[config.mk]
export PLATFORM = sky130hd
export DESIGN_NAME = isq_arbiter
export DESIGN_NICKNAME = d
export VERILOG_FILES = /design/src/rtl/isq_arbiter.sv
export SDC_FILE = /design/constraint.sdc
export NUM_CORES = 1
export LEC_CHECK = 0
export ABC_AREA = 0
export CAP_MARGIN = 10
export CORE_UTILIZATION = 40
export CTS_BUF_LIST = sky130_fd_sc_hd__clkbuf_16
export DETAILED_ROUTE_END_ITERATION = 12
export MAX_ROUTING_LAYER = met4
export PLACE_DENSITY_LB_ADDON = 0.2
export SYNTH_ARGS = -nofsm -noshare
export SYNTH_HDL_FRONTEND = slang
export SYNTH_SLANG_ARGS = --single-unit
[constraint.sdc]
create_clock -name i_clk -period 4.6 [get_ports i_clk]
set_clock_uncertainty 0.1 [all_clocks]
set_input_delay 0.92 -clock i_clk [delete_from_list [all_inputs] [get_ports i_clk]]
set_output_delay 0.92 -clock i_clk [all_outputs]
set_load 0.02 [all_outputs]
[src/rtl/isq_arbiter.sv]
// Round-robin arbiter sharing one fast_inv_sqrt pipeline between N_REQ requesters.
// A tag pipe tracks which requester owns each in-flight operand so results land in the right buffer.
module isq_arbiter #(
  parameter int N_REQ   = 4,
  parameter int LATENCY = 4
) (
  input  logic                  i_clk,
  input  logic                  i_rst,
  input  logic [N_REQ-1:0]      i_req,
  input  logic [27*N_REQ-1:0]   i_x,
  output logic [N_REQ-1:0]      o_gnt,
  output logic [26:0]           o_isq_x,
  input  logic [26:0]           i_isq_y,
  output logic [N_REQ-1:0]      o_rsp_valid,
  output logic [27*N_REQ-1:0]   o_rsp_data,
  input  logic [N_REQ-1:0]      i_rsp_ready,
  output logic                  o_busy
);

  localparam int ID_W = (N_REQ > 1) ? $clog2(N_REQ) : 1;
  localparam logic [ID_W-1:0] LAST_ID = ID_W'(N_REQ - 1);

  logic [N_REQ-1:0] outstanding_q, outstanding_d;
  logic [ID_W-1:0]  rr_ptr_q, rr_ptr_d;
  logic [LATENCY-1:0] tag_valid_q, tag_valid_d;
  logic [ID_W-1:0]  tag_id_q [LATENCY];
  logic [ID_W-1:0]  tag_id_d [LATENCY];
  logic [N_REQ-1:0] rsp_valid_q, rsp_valid_d;
  logic [26:0]      rsp_data_q [N_REQ];
  logic [26:0]      rsp_data_d [N_REQ];

  logic [26:0]      x_arr [N_REQ];
  logic [N_REQ-1:0] eligible;
  logic [N_REQ-1:0] gnt;
  logic [N_REQ-1:0] handshake;
  logic [ID_W-1:0]  gnt_id;
  logic [ID_W-1:0]  cand;
  logic             gnt_any;

  always_comb begin
    for (int k = 0; k < N_REQ; k++) begin
      x_arr[k] = i_x[27*k +: 27];
    end
  end

  // Search starts just after the last winner so every requester gets a turn.
  always_comb begin
    eligible = i_req & ~outstanding_q;
    gnt      = '0;
    gnt_id   = '0;
    gnt_any  = 1'b0;
    cand     = '0;
    for (int off = 1; off <= N_REQ; off++) begin
      cand = ID_W'((int'(rr_ptr_q) + off) % N_REQ);
      if (!gnt_any && eligible[cand]) begin
        gnt_any = 1'b1;
        gnt_id  = cand;
      end
    end
    if (gnt_any) begin
      gnt[gnt_id] = 1'b1;
    end
  end

  always_comb begin
    o_isq_x = '0;
    if (gnt_any) begin
      o_isq_x = x_arr[gnt_id];
    end
  end

  always_comb begin
    tag_valid_d[0] = gnt_any;
    tag_id_d[0]    = gnt_id;
    for (int i = 1; i < LATENCY; i++) begin
      tag_valid_d[i] = tag_valid_q[i-1];
      tag_id_d[i]    = tag_id_q[i-1];
    end
  end

  // A buffer can never be full at capture time because outstanding blocks re-issue.
  always_comb begin
    handshake     = rsp_valid_q & i_rsp_ready;
    outstanding_d = outstanding_q & ~handshake;
    rsp_valid_d   = rsp_valid_q & ~handshake;
    rsp_data_d    = rsp_data_q;
    rr_ptr_d      = rr_ptr_q;
    if (gnt_any) begin
      outstanding_d[gnt_id] = 1'b1;
      rr_ptr_d              = gnt_id;
    end
    if (tag_valid_q[LATENCY-1]) begin
      rsp_valid_d[tag_id_q[LATENCY-1]] = 1'b1;
      rsp_data_d[tag_id_q[LATENCY-1]]  = i_isq_y;
    end
  end

  always_ff @(posedge i_clk or negedge i_rst) begin
    if (!i_rst) begin
      outstanding_q <= '0;
      rr_ptr_q      <= LAST_ID;
      tag_valid_q   <= '0;
      rsp_valid_q   <= '0;
      for (int i = 0; i < LATENCY; i++) begin
        tag_id_q[i] <= '0;
      end
      for (int k = 0; k < N_REQ; k++) begin
        rsp_data_q[k] <= '0;
      end
    end else begin
      outstanding_q <= outstanding_d;
      rr_ptr_q      <= rr_ptr_d;
      tag_valid_q   <= tag_valid_d;
      rsp_valid_q   <= rsp_valid_d;
      tag_id_q      <= tag_id_d;
      rsp_data_q    <= rsp_data_d;
    end
  end

  always_comb begin
    for (int k = 0; k < N_REQ; k++) begin
      o_rsp_data[27*k +: 27] = rsp_data_q[k];
    end
  end

  assign o_gnt       = gnt;
  assign o_rsp_valid = rsp_valid_q;
  assign o_busy      = |tag_valid_q;

endmodule

==> run metrics <==
die area 14,400 µm²; MaxCap Viol Count 0; worst-path maximum fanout 13; Net Count, Synth 550; I/O pin cnt 289; GRT Util Overall 0.242; Post-synth top cells dfrtp_1, mux2_2, o21ai_1; CTS tree built; met1 usage 0.255; Synth area leaders dfrtp_1, mux2_2, mux2i_1, a22oi_1, o21ai_1; Final Hold Viols 0; H-tree depth 4; Skew-Pair Late Insertion Delay 0.40 ns; Die Y-Extent 120 µm; Yosys top cell area share 0.574; n_diodes 0; Cells after DPL 854; Clk pin slew, worst setup/hold paths 0.06 ns; Post-CTS Hold Fix Bufs 0; DRT Pass-1 Iters 4; count leader, synth dfrtp_1; core area 13,400 µm²; GR Util met2 0.432; die width 120 µm; Cell Count, Final, Fillers Out 886; vias per inst 5.10; CTS root buf clkbuf_16; RSZ-0062 raised after global routing false; minimum clock period 4.39 ns; clock sinks 130; ys async rst share 1.00; initial core utilization 0.417; postcts setup bufs 0; drc violations 0; vias in the first global route 4,630; Via Count 4,515; layout net count 842; routability cong. 0.940; post-detail-place hpwl 12,600 µm; worst vdd ir 0.389 mV; Seq cells post-synth 130; DR iter-0 viols 201; post-CTS sizing 0; Seq/Total Area, Yosys 0.583; critical path class input port to output pin; CTS buffer count 17; met3 global-route usage 0.0575; Syn Area/Cell 13.8 µm²; IO Port Bufs 288; Max Slew Vio Count 0; top_reg_cell synth dfrtp_1; Synth Cell Area 5580 µm²; clk buf depth 2; busiest grt layer met2; Post-synth EDFFs 0; Fin Setup TNS 0 ns; Rel. slew slack 0.388; leakage power 3.90 nW; fmax 228 MHz; Netlist cell types 36; share of layout cells above drive strength 1 0.223; Worst Hold Class flop to flop; Req. time, crit path 3.58 ns; first-pass GRT wire length 25,300 µm; Ys Warns 0; global route overflow 0; final cycle utilization of the critical path 0.955; Routed Antenna Nets 0; Crit path arrival time 3.37 ns; status complete, no violations; initial antenna violation count 0; Finish-stage setup viols 0; drt wl/cell 18.9 µm; Site Rows 42; largest net degree at the start of global routing 71; final wirelength 16,700 µm; cell count after synthesis 405; Worst Tran Pin Value 0.918 ns; final setup margin 0.207 ns; Area Overhead vs Synth 67.6%; critical path capture point type output pin; Power Dens Cells 813 nW/µm²; FILL cells 1,006; pre-CTS setup slack 0.201 ns; startpoint types input port; most area-hungry cell type in the Yosys netlist dfrtp_1
[layer usage]
metal  routed length, µm  vias up
li1                    -     2071
met1                6080     2204
met2                9070      205
met3                1040       35
met4                 507        0
met5                   0        -
[path summary, 6_finish.rpt]
path                       slack, ns  cells past startpoint             startpoint                     endpoint
min in group asynchronous       0.51                      1                  i_rst   o_rsp_data[37]$_DFFE_PN0P_
setup / recovery                0.21                      8               i_req[1]                   o_isq_x[0]
max in group asynchronous       2.89                      2                  i_rst  o_rsp_data[101]$_DFFE_PN0P_
hold reg to reg                 0.25                      0  tag_id_d[4]$_DFF_PN0_        tag_id_d[2]$_DFF_PN0_
setup reg to reg                2.65                      2  tag_id_q[1]$_DFF_PN0_   o_rsp_data[92]$_DFFE_PN0P_
hold / removal                  0.25                      0  tag_id_d[4]$_DFF_PN0_        tag_id_d[2]$_DFF_PN0_
[through the flow]
stage	hold slack (ns)	total power, mW	utilization	instance area, µm²
2_1_floorplan	0.231	4.22	-	5580
3_3_place_gp	0.233	6.05	0.648	8690
3_5_place_dp	0.235	6.16	0.648	8690
4_1_cts	0.248	7.69	0.698	9350
5_1_grt	0.255	7.97	0.698	9350
6_report	0.246	7.61	0.698	9350
[cells in the final DEF (no fill, tap or decap), types with 4 or more instances in the layout]
| cell type | synthesis | final |
|---|---|---|
| mux2i_1 | 27 | 27 |
| a21o_1 | 5 | 5 |
| inv_1 | 5 | 7 |
| clkbuf_16 | 0 | 17 |
| clkdlybuf4s50_1 | 0 | 286 |
| a22oi_1 | 28 | 28 |
| bufinv_16 | 0 | 6 |
| dfrtp_1 | 128 | 128 |
| nand2b_1 | 4 | 4 |
| buf_4 | 0 | 9 |
| o21ai_0 | 5 | 5 |
| o21ai_1 | 29 | 29 |
| mux2_2 | 108 | 108 |
| nand2_1 | 9 | 9 |
| nor2_1 | 5 | 5 |
| clkinv_4 | 0 | 4 |
[kinds of logic (layout without fill, tap and decap cells)]
| group | after synthesis | in the layout | share of synthesized area |
|---|---|---|---|
| compound gates | 78 | 78 | 0.0919 |
| simple gates | 31 | 31 | 0.0303 |
| flops | 130 | 130 | 0.583 |
| mux | 135 | 135 | 0.266 |
| buf+inv | 31 | 336 | 0.0282 |
[area by class of cell]
class,count,area (µm²),area share
multi-input cells,244,2200,0.235
inverters,6,22.5,0.00241
clock buffers,17,425,0.0455
flip-flops and latches,130,3260,0.348
repair buffers,298,2990,0.320
clock inverters,15,241,0.0258
well taps,176,220,0.0235
[power breakdown]
group	switching (mW)	internal (mW)
registers	0.332	1.75
clock network	0.483	1.01
logic	1.95	2.08
total	2.76	4.84
[sequential cells by signal, summed over array words and instances (netlist names)]
register and flops:
outstanding_q 4, tag_id_q 2, o_rsp_data 108, tag_valid_q 4, rr_ptr_q 2, tag_id_d 6
o_rsp_valid 4
[worst max-delay path: stages]
cell             delay (ns)
clkdlybuf4s50_1        0.42
nand2b_1               0.24
a21oi_1                0.15
o32ai_4                0.52
buf_4                  0.29
a22oi_1                0.08
o21ai_1                0.09
clkdlybuf4s50_1        0.65
No activity file was read; power rests on OpenSTA's default activity.
